$ cat src/rtl/delay_pipeline_ctrl.sv
// Valid/ready flow control wrapped around a fixed-latency delay line.
// Tracks stage validity, stalls only on output backpressure, supports flush.
module delay_pipeline_ctrl #(
    parameter int CYCLES = 4,
    localparam int OW = (CYCLES > 0) ? $clog2(CYCLES + 1) : 1
) (
    input  logic          clk,
    input  logic          rst,
    input  logic          in_valid,
    output logic          in_ready,
    output logic          out_valid,
    input  logic          out_ready,
    input  logic          flush,
    output logic          en,
    output logic [OW-1:0] occupancy,
    output logic          empty
);

    if (CYCLES == 0) begin : g_pass
        assign out_valid = in_valid && !flush;
        assign in_ready  = out_ready && !flush && rst;
        assign en        = 1'b1;
        assign occupancy = '0;
        assign empty     = 1'b1;
    end else begin : g_pipe
        logic [CYCLES-1:0] valid_q, valid_d;
        logic [OW-1:0]     occ_q, occ_d;
        logic              accept, emit;

        assign out_valid = valid_q[CYCLES-1] && !flush;
        assign en        = !(out_valid && !out_ready);
        assign in_ready  = en && !flush && rst;
        assign accept    = in_valid && in_ready;
        assign emit      = out_valid && out_ready;

        // Stalls freeze every stage so bubbles keep their slots.
        always_comb begin
            valid_d = valid_q;
            occ_d   = occ_q;
            if (en) begin
                for (int i = CYCLES - 1; i > 0; i--) begin
                    valid_d[i] = valid_q[i-1];
                end
                valid_d[0] = accept;
                occ_d      = occ_q + OW'(accept) - OW'(emit);
            end
        end

        always_ff @(posedge clk or negedge rst) begin
            if (!rst) begin
                valid_q <= '0;
                occ_q   <= '0;
            end else if (flush) begin
                valid_q <= '0;
                occ_q   <= '0;
            end else begin
                valid_q <= valid_d;
                occ_q   <= occ_d;
            end
        end

        assign occupancy = occ_q;
        assign empty     = (occ_q == '0);
    end

endmodule

$ cat config.mk
export PLATFORM = sky130hd
export DESIGN_NAME = delay_pipeline_ctrl
export DESIGN_NICKNAME = d
export VERILOG_FILES = /design/src/rtl/delay_pipeline_ctrl.sv
export SDC_FILE = /design/constraint.sdc
export NUM_CORES = 1
export LEC_CHECK = 0
export CAP_MARGIN = 15
export CORE_AREA = 2 2 39 41
export CTS_CLUSTER_DIAMETER = 40
export DETAILED_ROUTE_END_ITERATION = 8
export DIE_AREA = 0 0 41 43
export HOLD_SLACK_MARGIN = 0.03
export PLACE_DENSITY_LB_ADDON = 0.15
export SETUP_SLACK_MARGIN = 0.1
export SYNTH_ARGS = -nofsm -noshare
export SYNTH_HDL_FRONTEND = slang
export SYNTH_SLANG_ARGS = --single-unit
$ cat constraint.sdc
create_clock -name clk -period 2.3 [get_ports clk]
set_input_delay 0.69 -clock clk [delete_from_list [all_inputs] [get_ports clk]]
set_output_delay 0.69 -clock clk [all_outputs]
set_load 0.1 [all_outputs]
==> results of run 1 <==
## layer usage
metal,wire length (um),vias to the layer above,GRT usage
li1,-,181,-
met1,341,171,0.141
met2,512,6,0.200
met3,25,2,0.0314
met4,10,0,0.100
met5,0,-,0
## registers in the layout, indices dropped and copies added (netlist names)
| name | cells |
|---|---|
| g_pipe.valid_q | 4 |
| occupancy | 3 |
## cells in the final DEF, fill, tap and decap left out, types with 2 or more instances in the layout
cell type,n
buf_4,8
nand2_1,7
buf_12,6
a21oi_1,5
dfrtp_1,5
nor2_1,3
clkbuf_4,3
nor2b_4,2
nand2b_1,2
inv_2,2
ha_4,2
buf_6,2
dfrtp_2,2
## synth_stat cells
library cell | n | area share
dfrtp_1 | 7 | 0.45
nand2_1 | 7 | 0.068
a21oi_1 | 5 | 0.064
nor2_1 | 4 | 0.039
and2_1 | 2 | 0.032
ha_1 | 2 | 0.064
inv_1 | 2 | 0.019
nand2b_1 | 2 | 0.032
nand3_1 | 2 | 0.026
nor2b_1 | 2 | 0.032
a211oi_1 | 1 | 0.019
buf_6 | 1 | 0.029
clkbuf_1 | 1 | 0.0096
fa_1 | 1 | 0.051
nor3_1 | 1 | 0.013
o21ai_0 | 1 | 0.013
or3_1 | 1 | 0.016
xnor2_1 | 1 | 0.023
## power by group through the flow
stage	sequential (uW)	combinational, uW	clock, uW
4_1_cts	135	115	118
3_5_place_dp	137	110	0
3_3_place_gp	137	110	0
5_1_grt	136	121	126
2_1_floorplan	155	48.9	0
6_report	135	115	113
## worst paths after layout
check,start,to,slack [ns],cells past startpoint
worst max register to register,g_pipe.valid_q[3],occupancy[2],0.16,11
max in group asynchronous,rst,occupancy[0],1.69,2
worst min register to register,g_pipe.valid_q[2],g_pipe.valid_q[3],0.50,2
worst min-delay path,rst,occupancy[1],0.47,2
worst max-delay path,out_ready,occupancy[2],0.09,11
min in group clk,g_pipe.valid_q[2],g_pipe.valid_q[3],0.50,2
## cells by family (layout without fill, tap and decap cells)
family	Yosys count	after routing	share of synthesized area
AOI/OAI and AO/OA	7	7	0.0964
buffers and inverters	4	25	0.0579
xor gates and xnor gates	1	1	0.0225
DFF	7	7	0.450
and+or+nand+nor	21	21	0.257
adders and majority gates	3	3	0.116
## per-stage QoR
stage | area [um2] | cells | TNS [ns] | hold slack, ns | power [uW]
2_1_floorplan | 435 | 43 | -1.61 | 0.394 | 204
3_3_place_gp | 639 | 75 | -1.51 | 0.493 | 247
3_5_place_dp | 639 | 75 | -1.52 | 0.488 | 247
4_1_cts | 723 | 80 | 0 | 0.504 | 368
5_1_grt | 732 | 80 | 0 | 0.506 | 383
6_report | 732 | 80 | 0 | 0.472 | 364
## cell type report
cell class	count	area, um2	area share
repair buffers	19	236	0.323
flip-flops and latches	7	178	0.243
well taps	16	20.0	0.0274
inverters	2	7.51	0.0103
clock buffers	4	26.3	0.0359
multi-input cells	32	264	0.361
## what timing repair did
| item | CTS | global route |
|---|---|---|
| pin swaps | 8 | 3 |
| gates resized for setup | 25 | 2 |
| endpoints found under the setup margin | 5 | 2 |
| hold buffers | 0 | 0 |
| buffers inserted | 1 | 0 |
==> flow_metrics.env, run 1 <==
export IMPL_grt_max_degree=10
export IMPL_cts_buffers=3
export IMPL_syn_avg_cell_area_um2=9.05
export IMPL_wl_per_cell_um=11.1
export IMPL_die_h_um=43
export IMPL_p_sw_frac=0.340
export IMPL_clk_path_buf_depth=2
export IMPL_power_leakage_uw=0.000312
export IMPL_slowest_delay_ns=0.34
export IMPL_antenna_left=0
export IMPL_cp_required_ns=2.48
export IMPL_switchingPower_uw=124
export IMPL_ys_seq_area_frac=0.450
export IMPL_nNetsFinal=73
export IMPL_path_buf_inv=4
export IMPL_ys_seq_elements=7
export IMPL_p_comb_frac=0.316
export IMPL_clock_skew_ns=0.00110
export IMPL_path_cells="buf_8 > buf_6 > and2_4 > ha_4 > inv_2 > ha_4 > inv_2 > fa_2 > xnor2_2 > or3_1 > a21oi_1"
export IMPL_antenna_cells=0
export IMPL_power_density_nw_per_um2=497
export IMPL_drcViolationCount=0
export IMPL_cp_end_kind="register"
export IMPL_syn_nets=51
export IMPL_syn_area_um2=389
export IMPL_peakVddDrop_v=0.000284
export IMPL_seq_power_share=0.372
export IMPL_critPathArrivalTime_ns=2.39
export IMPL_period_share=0.960
export IMPL_min_period_ns=2.21
export IMPL_yosys_warnings=0
export IMPL_max_cap_viol_count=0
export IMPL_status="completed"
export IMPL_layout_drive_gt1_share=0.547
export IMPL_start_util=0.281
export IMPL_antenna_found_initial=0
export IMPL_slew_violations=0
export IMPL_core_um2=1380
export IMPL_vias_per_cell=4.50
export IMPL_die_area_um2=1760
export IMPL_critical_path_class="primary input to register"
export IMPL_layout_setup_ws_ns=0.0931
export IMPL_rsz0062_at_grt="true"
export IMPL_cts_tree="done"
export IMPL_synth_cells=43
export IMPL_cp_max_fo=3
export IMPL_via_count=360
export IMPL_drt_initial_drc_count=1
export IMPL_cts_root_buf="clkbuf_4"
export IMPL_max_slew_margin_rel=0.817
export IMPL_grt_overflow=0
export IMPL_worstHoldPathType="primary input to asynchronous set/reset pin"
export IMPL_cts_sinks=7
export IMPL_synth_cell_types=18
export IMPL_insertion_delay_ns=0.25
export IMPL_grt_pass1_wl_mm=1.46
export IMPL_fp_dieW_um=41
export IMPL_critPathTopFamily="adder cells"
export IMPL_wirelength_um=889
export IMPL_gp_congestion=0.679
export IMPL_portBuffers=11
export IMPL_critPathSlowestCell="fa_2"
export IMPL_fill_cells=124
export IMPL_dpl_hpwl_um=646
export IMPL_io_pins=12
export IMPL_hold_viol_final=0
export IMPL_intPower_uw=240
export IMPL_h_tree_depth=1
export IMPL_clkTransAtPathRegs_ns=0.05
export IMPL_num_rows=14
export IMPL_max_freq_ghz=0.453
export IMPL_start_kind="primary input"
export IMPL_gr_usage_all_layers=0.129
export IMPL_final_setup_viol_count=0
export IMPL_power_frac_clock=0.312
export IMPL_firstDrtPassIters=2
export IMPL_fin_util=0.529
export IMPL_worstMarginPinSlew_ns=0.277
export IMPL_post_place_ws_ns=-0.714
export IMPL_area_growth_pct=88.1
export IMPL_grt_pass1_vias=368
Note: power is estimated with default switching activity, not from simulation.
==> run 2: changes to the inputs <==
Settings changed: CAP_MARGIN 15 to 20, CTS_BUF_LIST from default to sky130_fd_sc_hd__clkbuf_16.
==> run 2 against run 1 <==
  * Maximum frequency shrank 0.92%
  * Count of clock-buffer cells in the layout is 1 lower
  * Critical path type unchanged
  * Clock skew increased by 0.00058 ns
==> flow_metrics.env, run 2 (same netlist as run 1, synthesis figures left out) <==
export IMPL_cp_max_fo=3
export IMPL_layout_commonest_cell="buf_4"
export IMPL_gr_usage_all_layers=0.142
export IMPL_p_comb_frac=0.212
export IMPL_clkTransAtPathRegs_ns=0.04
export IMPL_nNetsFinal=73
export IMPL_portBuffers=11
export IMPL_die_area_um2=1760
export IMPL_max_slew_margin_rel=0.817
export IMPL_via_count=359
export IMPL_grt_max_degree=10
export IMPL_seq_power_share=0.249
export IMPL_start_kind="primary input"
export IMPL_final_setup_viol_count=0
export IMPL_core_um2=1380
export IMPL_cts_sinks=7
export IMPL_fill_cells=119
export IMPL_clk_path_buf_depth=2
export IMPL_antenna_found_initial=0
export IMPL_h_tree_depth=1
export IMPL_antenna_left=0
export IMPL_power_density_nw_per_um2=696
export IMPL_drcViolationCount=0
export IMPL_wl_per_cell_um=11.4
export IMPL_worstMarginPinSlew_ns=0.277
export IMPL_path_buf_inv=4
export IMPL_cts_buffers=3
export IMPL_num_rows=14
export IMPL_switchingPower_uw=145
export IMPL_power_leakage_uw=0.000339
export IMPL_seq_area_um2=178
export IMPL_multi_input_area_um2=264
export IMPL_max_freq_ghz=0.449
export IMPL_wirelength_um=914
export IMPL_worstHoldPathType="primary input to asynchronous set/reset pin"
export IMPL_top_register="g_pipe.valid_q"
export IMPL_area_growth_pct=102
export IMPL_ctsHoldBuffers=0
export IMPL_min_period_ns=2.23
export IMPL_rsz0062_at_grt="true"
export IMPL_critPathArrivalTime_ns=2.39
export IMPL_gp_congestion=0.679
export IMPL_die_h_um=43
export IMPL_critPathTopFamily="adder cells"
export IMPL_layout_drive_gt1_share=0.547
export IMPL_p_sw_frac=0.265
export IMPL_fp_dieW_um=41
export IMPL_largest_reg_flops=4
export IMPL_drt_initial_drc_count=3
export IMPL_path_cells="buf_8 > buf_6 > and2_4 > ha_4 > inv_2 > ha_4 > inv_2 > fa_2 > xnor2_2 > or3_1 > a21oi_1"
export IMPL_firstDrtPassIters=3
export IMPL_power_frac_clock=0.539
export IMPL_hold_slack_ns=0.490
export IMPL_start_util=0.281
export IMPL_slew_violations=0
export IMPL_cp_required_ns=2.46
export IMPL_grt_pass1_vias=376
export IMPL_status="completed"
export IMPL_slowest_delay_ns=0.34
export IMPL_cts_tree="done"
export IMPL_insertion_delay_ns=0.23
export IMPL_post_place_ws_ns=-0.714
export IMPL_max_cap_viol_count=0
export IMPL_power_total_uw=546
export IMPL_io_pins=12
export IMPL_period_share=0.968
export IMPL_hold_viol_final=0
export IMPL_layout_setup_ws_ns=0.0725
export IMPL_peakVddDrop_v=0.000515
export IMPL_dpl_hpwl_um=646
export IMPL_clock_skew_ns=0.00168
export IMPL_grt_pass1_wl_mm=1.53
export IMPL_antenna_cells=0
export IMPL_critPathSlowestCell="fa_2"
export IMPL_vias_per_cell=4.49
export IMPL_cp_end_kind="register"
export IMPL_mostFrequentLayoutCells="buf_4, nand2_1, buf_12"
export IMPL_intPower_uw=401
export IMPL_cts_root_buf="clkbuf_16"
export IMPL_grt_overflow=0
export IMPL_critical_path_class="primary input to register"
run 2: cell types whose count changed in the layout (fill, tap and decap cells not counted), sizes merged:
cell and delta:
clkbuf -1, inv +1
run 2: timing repair:
| item | 4_1_cts | 5_1_grt |
|---|---|---|
| resized for setup | 25 | 2 |
| pin swaps | 8 | 3 |
| buffers inserted | 1 | 0 |
| endpoints found under the setup margin | 5 | 2 |
| endpoints found under the hold margin | 0 | 0 |
run 2: path summary, 6_finish.rpt:
path                              startpoint                end  slack [ns]  cells past startpoint
setup reg to reg           g_pipe.valid_q[3]       occupancy[2]        0.16                     11
max in group asynchronous                rst       occupancy[0]        1.66                      2
hold reg to reg            g_pipe.valid_q[2]  g_pipe.valid_q[3]        0.49                      2
setup / recovery                   out_ready       occupancy[2]        0.07                     11
hold / removal                           rst  g_pipe.valid_q[3]        0.49                      2
min in group clk           g_pipe.valid_q[2]  g_pipe.valid_q[3]        0.49                      2
run 2: cell type report:
type / instances / share of cell area
multi-input cells: 32 / 0.337
clock buffers: 3 / 0.0957
flip-flops and latches: 7 / 0.226
inverters: 2 / 0.00957
repair buffers: 19 / 0.301
well taps: 16 / 0.0255
clock inverters: 1 / 0.00478
run 2: power groups by stage:
stage                     registers [uW]  clock network [uW]  logic (uW)
after detailed placement             137                   0         110
final                                136                 294         115
after global placement               137                   0         110
after floorplan                      155                   0        48.9
after global routing                 137                 311         121
after CTS                            136                 305         115
run 2: per-stage QoR:
stage	cell area, um2	instances	util	setup TNS [ns]
floorplan	435	43	-	-1.61
finish	785	80	0.567	0
global route	785	80	0.567	0
CTS	776	80	0.561	0
global placement	639	75	0.462	-1.51
detailed placement	639	75	0.462	-1.52
run 2: layer usage:
metal,up-vias,global-route usage,part of all wire
met5,-,0,0
met4,0,0.100,0.032
met2,7,0.203,0.55
met3,3,0.0785,0.045
met1,168,0.151,0.37
li1,181,-,-
==> run 3: changes to the inputs <==
Settings changed: CAP_MARGIN 20 to default, PLACE_DENSITY from default to 0.63, PLACE_DENSITY_LB_ADDON 0.15 to default.
==> run 3 against run 2 <==
  * Register-to-register slack got worse by 0.06 ns
  * Highest routed layer unchanged
  * Combinational power about the same
  * Clock skew about the same
==> flow_metrics.env, run 3 (same netlist as run 1, synthesis figures left out) <==
export IMPL_status="completed"
export IMPL_antenna_found_initial=0
export IMPL_firstDrtPassIters=3
export IMPL_max_cap_viol_count=0
export IMPL_path_buf_inv=3
export IMPL_cts_buffers=3
export IMPL_area_growth_pct=102
export IMPL_peakVddDrop_v=0.000701
export IMPL_h_tree_depth=1
export IMPL_critPathTopFamily="adder cells"
export IMPL_dpl_instance_area_um2=619
export IMPL_gr_usage_all_layers=0.139
export IMPL_cts_root_buf="clkbuf_16"
export IMPL_antenna_cells=0
export IMPL_grt_pass1_vias=376
export IMPL_period_share=0.986
export IMPL_worstHoldPathType="register to register"
export IMPL_start_util=0.281
export IMPL_grt_overflow=0
export IMPL_worstMarginPinSlew_ns=0.282
export IMPL_reg2reg_from="g_pipe.valid_q[3]"
export IMPL_antenna_left=0
export IMPL_hold_start="g_pipe.valid_q[2]"
export IMPL_grt_max_degree=10
export IMPL_dpl_hpwl_um=660
export IMPL_critPathArrivalTime_ns=2.43
export IMPL_nNetsFinal=74
export IMPL_cts_tree="done"
export IMPL_grt_busiest_layer="met2"
export IMPL_min_period_ns=2.27
export IMPL_gp_congestion=0.671
export IMPL_layout_drive_gt1_share=0.585
export IMPL_critPathSlowestCell="or3_1"
export IMPL_path_cells="buf_8 > nor2b_4 > nor2_4 > nand3_2 > ha_4 > inv_2 > ha_4 > inv_2 > fa_2 > xnor2_2 > or3_1 > a21oi_2"
export IMPL_power_density_nw_per_um2=683
export IMPL_final_setup_viol_count=0
export IMPL_use_met1=0.137
export IMPL_slew_violations=0
export IMPL_top_register="g_pipe.valid_q"
export IMPL_power_leakage_uw=0.000341
export IMPL_io_pins=12
export IMPL_grt_pass1_wl_mm=1.53
export IMPL_slowest_delay_ns=0.36
export IMPL_mostFrequentLayoutCells="buf_4, nand2_1, dfrtp_1, buf_12, a21oi_1"
export IMPL_largest_reg_flops=4
export IMPL_core_um2=1380
export IMPL_cts_sinks=7
export IMPL_clk_path_buf_depth=2
export IMPL_fp_dieW_um=41
export IMPL_dp_cells=74
export IMPL_via_count=375
export IMPL_layout_commonest_cell="buf_4"
export IMPL_cp_end_kind="register"
export IMPL_hold_slack_ns=0.492
export IMPL_hold_viol_final=0
export IMPL_cp_max_fo=4
export IMPL_fin_cells=81
export IMPL_grtUsageMet3=0.0628
export IMPL_drcViolationCount=0
export IMPL_clkTransAtPathRegs_ns=0.04
export IMPL_critPathLaunch="out_ready"
export IMPL_power_total_uw=538
export IMPL_drt_initial_drc_count=6
export IMPL_insertion_delay_ns=0.23
export IMPL_start_kind="primary input"
export IMPL_cp_required_ns=2.46
export IMPL_die_area_um2=1760
export IMPL_wirelength_um=973
export IMPL_final_area_um2=787
export IMPL_rsz0062_at_grt="true"
export IMPL_vias_per_cell=4.63
export IMPL_num_rows=14
export IMPL_critical_path_class="primary input to register"
export IMPL_die_h_um=43
export IMPL_max_freq_ghz=0.441
export IMPL_wl_per_cell_um=12.0
export IMPL_max_slew_margin_rel=0.814
export IMPL_clock_skew_ns=0.00120
export IMPL_portBuffers=11
export IMPL_gr_usage_met2=0.225
export IMPL_ctsHoldBuffers=0
export IMPL_finalSetupTns_ns=0
run 3: changes by cell type in the layout (fill, tap and decap cells not counted), sizes merged:
| cell | delta |
|---|---|
| buf | +1 |
| clkdlybuf4s15 | +1 |
| dlygate4sd2 | -1 |
run 3: worst paths after layout:
| kind | to | slack (ns) | cells after the start |
|---|---|---|---|
| worst min-delay path | g_pipe.valid_q[3] | 0.49 | 2 |
| worst max register to register | occupancy[2] | 0.10 | 11 |
| min in group asynchronous | occupancy[1] | 0.51 | 2 |
| worst max-delay path | occupancy[2] | 0.03 | 12 |
| max in group asynchronous | occupancy[0] | 1.65 | 2 |
| worst min register to register | g_pipe.valid_q[3] | 0.49 | 2 |
run 3: final cells by class:
| class | count | area, um2 |
|---|---|---|
| Clock inverter | 1 | 3.75 |
| Fill cell | 116 | 597 |
| Clock buffer | 3 | 75.1 |
| Inverter | 2 | 7.51 |
| Timing Repair Buffer | 20 | 230 |
| Multi-Input combinational cell | 32 | 273 |
| Tap cell | 16 | 20.0 |
| Sequential cell | 7 | 178 |
run 3: layer usage:
layer / share of wire / wire, um
met5: 0 / 0
met4: 0.0082 / 8
met1: 0.38 / 372
met3: 0.058 / 56
met2: 0.55 / 535
run 3: repair_timing:
| action | in CTS | in global routing |
|---|---|---|
| pin swaps | 7 | 6 |
| endpoints found under the setup margin | 5 | 2 |
| resized for setup | 25 | 6 |
| setup buffers | 3 | 0 |
run 3: per-stage QoR:
stage / util / setup WS [ns]
finish: 0.569 / 0.0327
detailed placement: 0.448 / -0.692
global placement: 0.448 / -0.680
global route: 0.569 / -0.0425
CTS: 0.542 / -0.000552
floorplan: - / -0.682
run 3: tightest hold or removal path: stages (launching register included):
cell	delay, ns
dfrtp_1	0.33
nor2_1	0.05
nor2_1	0.07
run 3: report_power, final:
| group | switching (uW) | internal, uW |
|---|---|---|
| registers | 6.68 | 129 |
| clock network | 62.6 | 226 |
| logic | 70.6 | 43.4 |
| total | 140 | 398 |
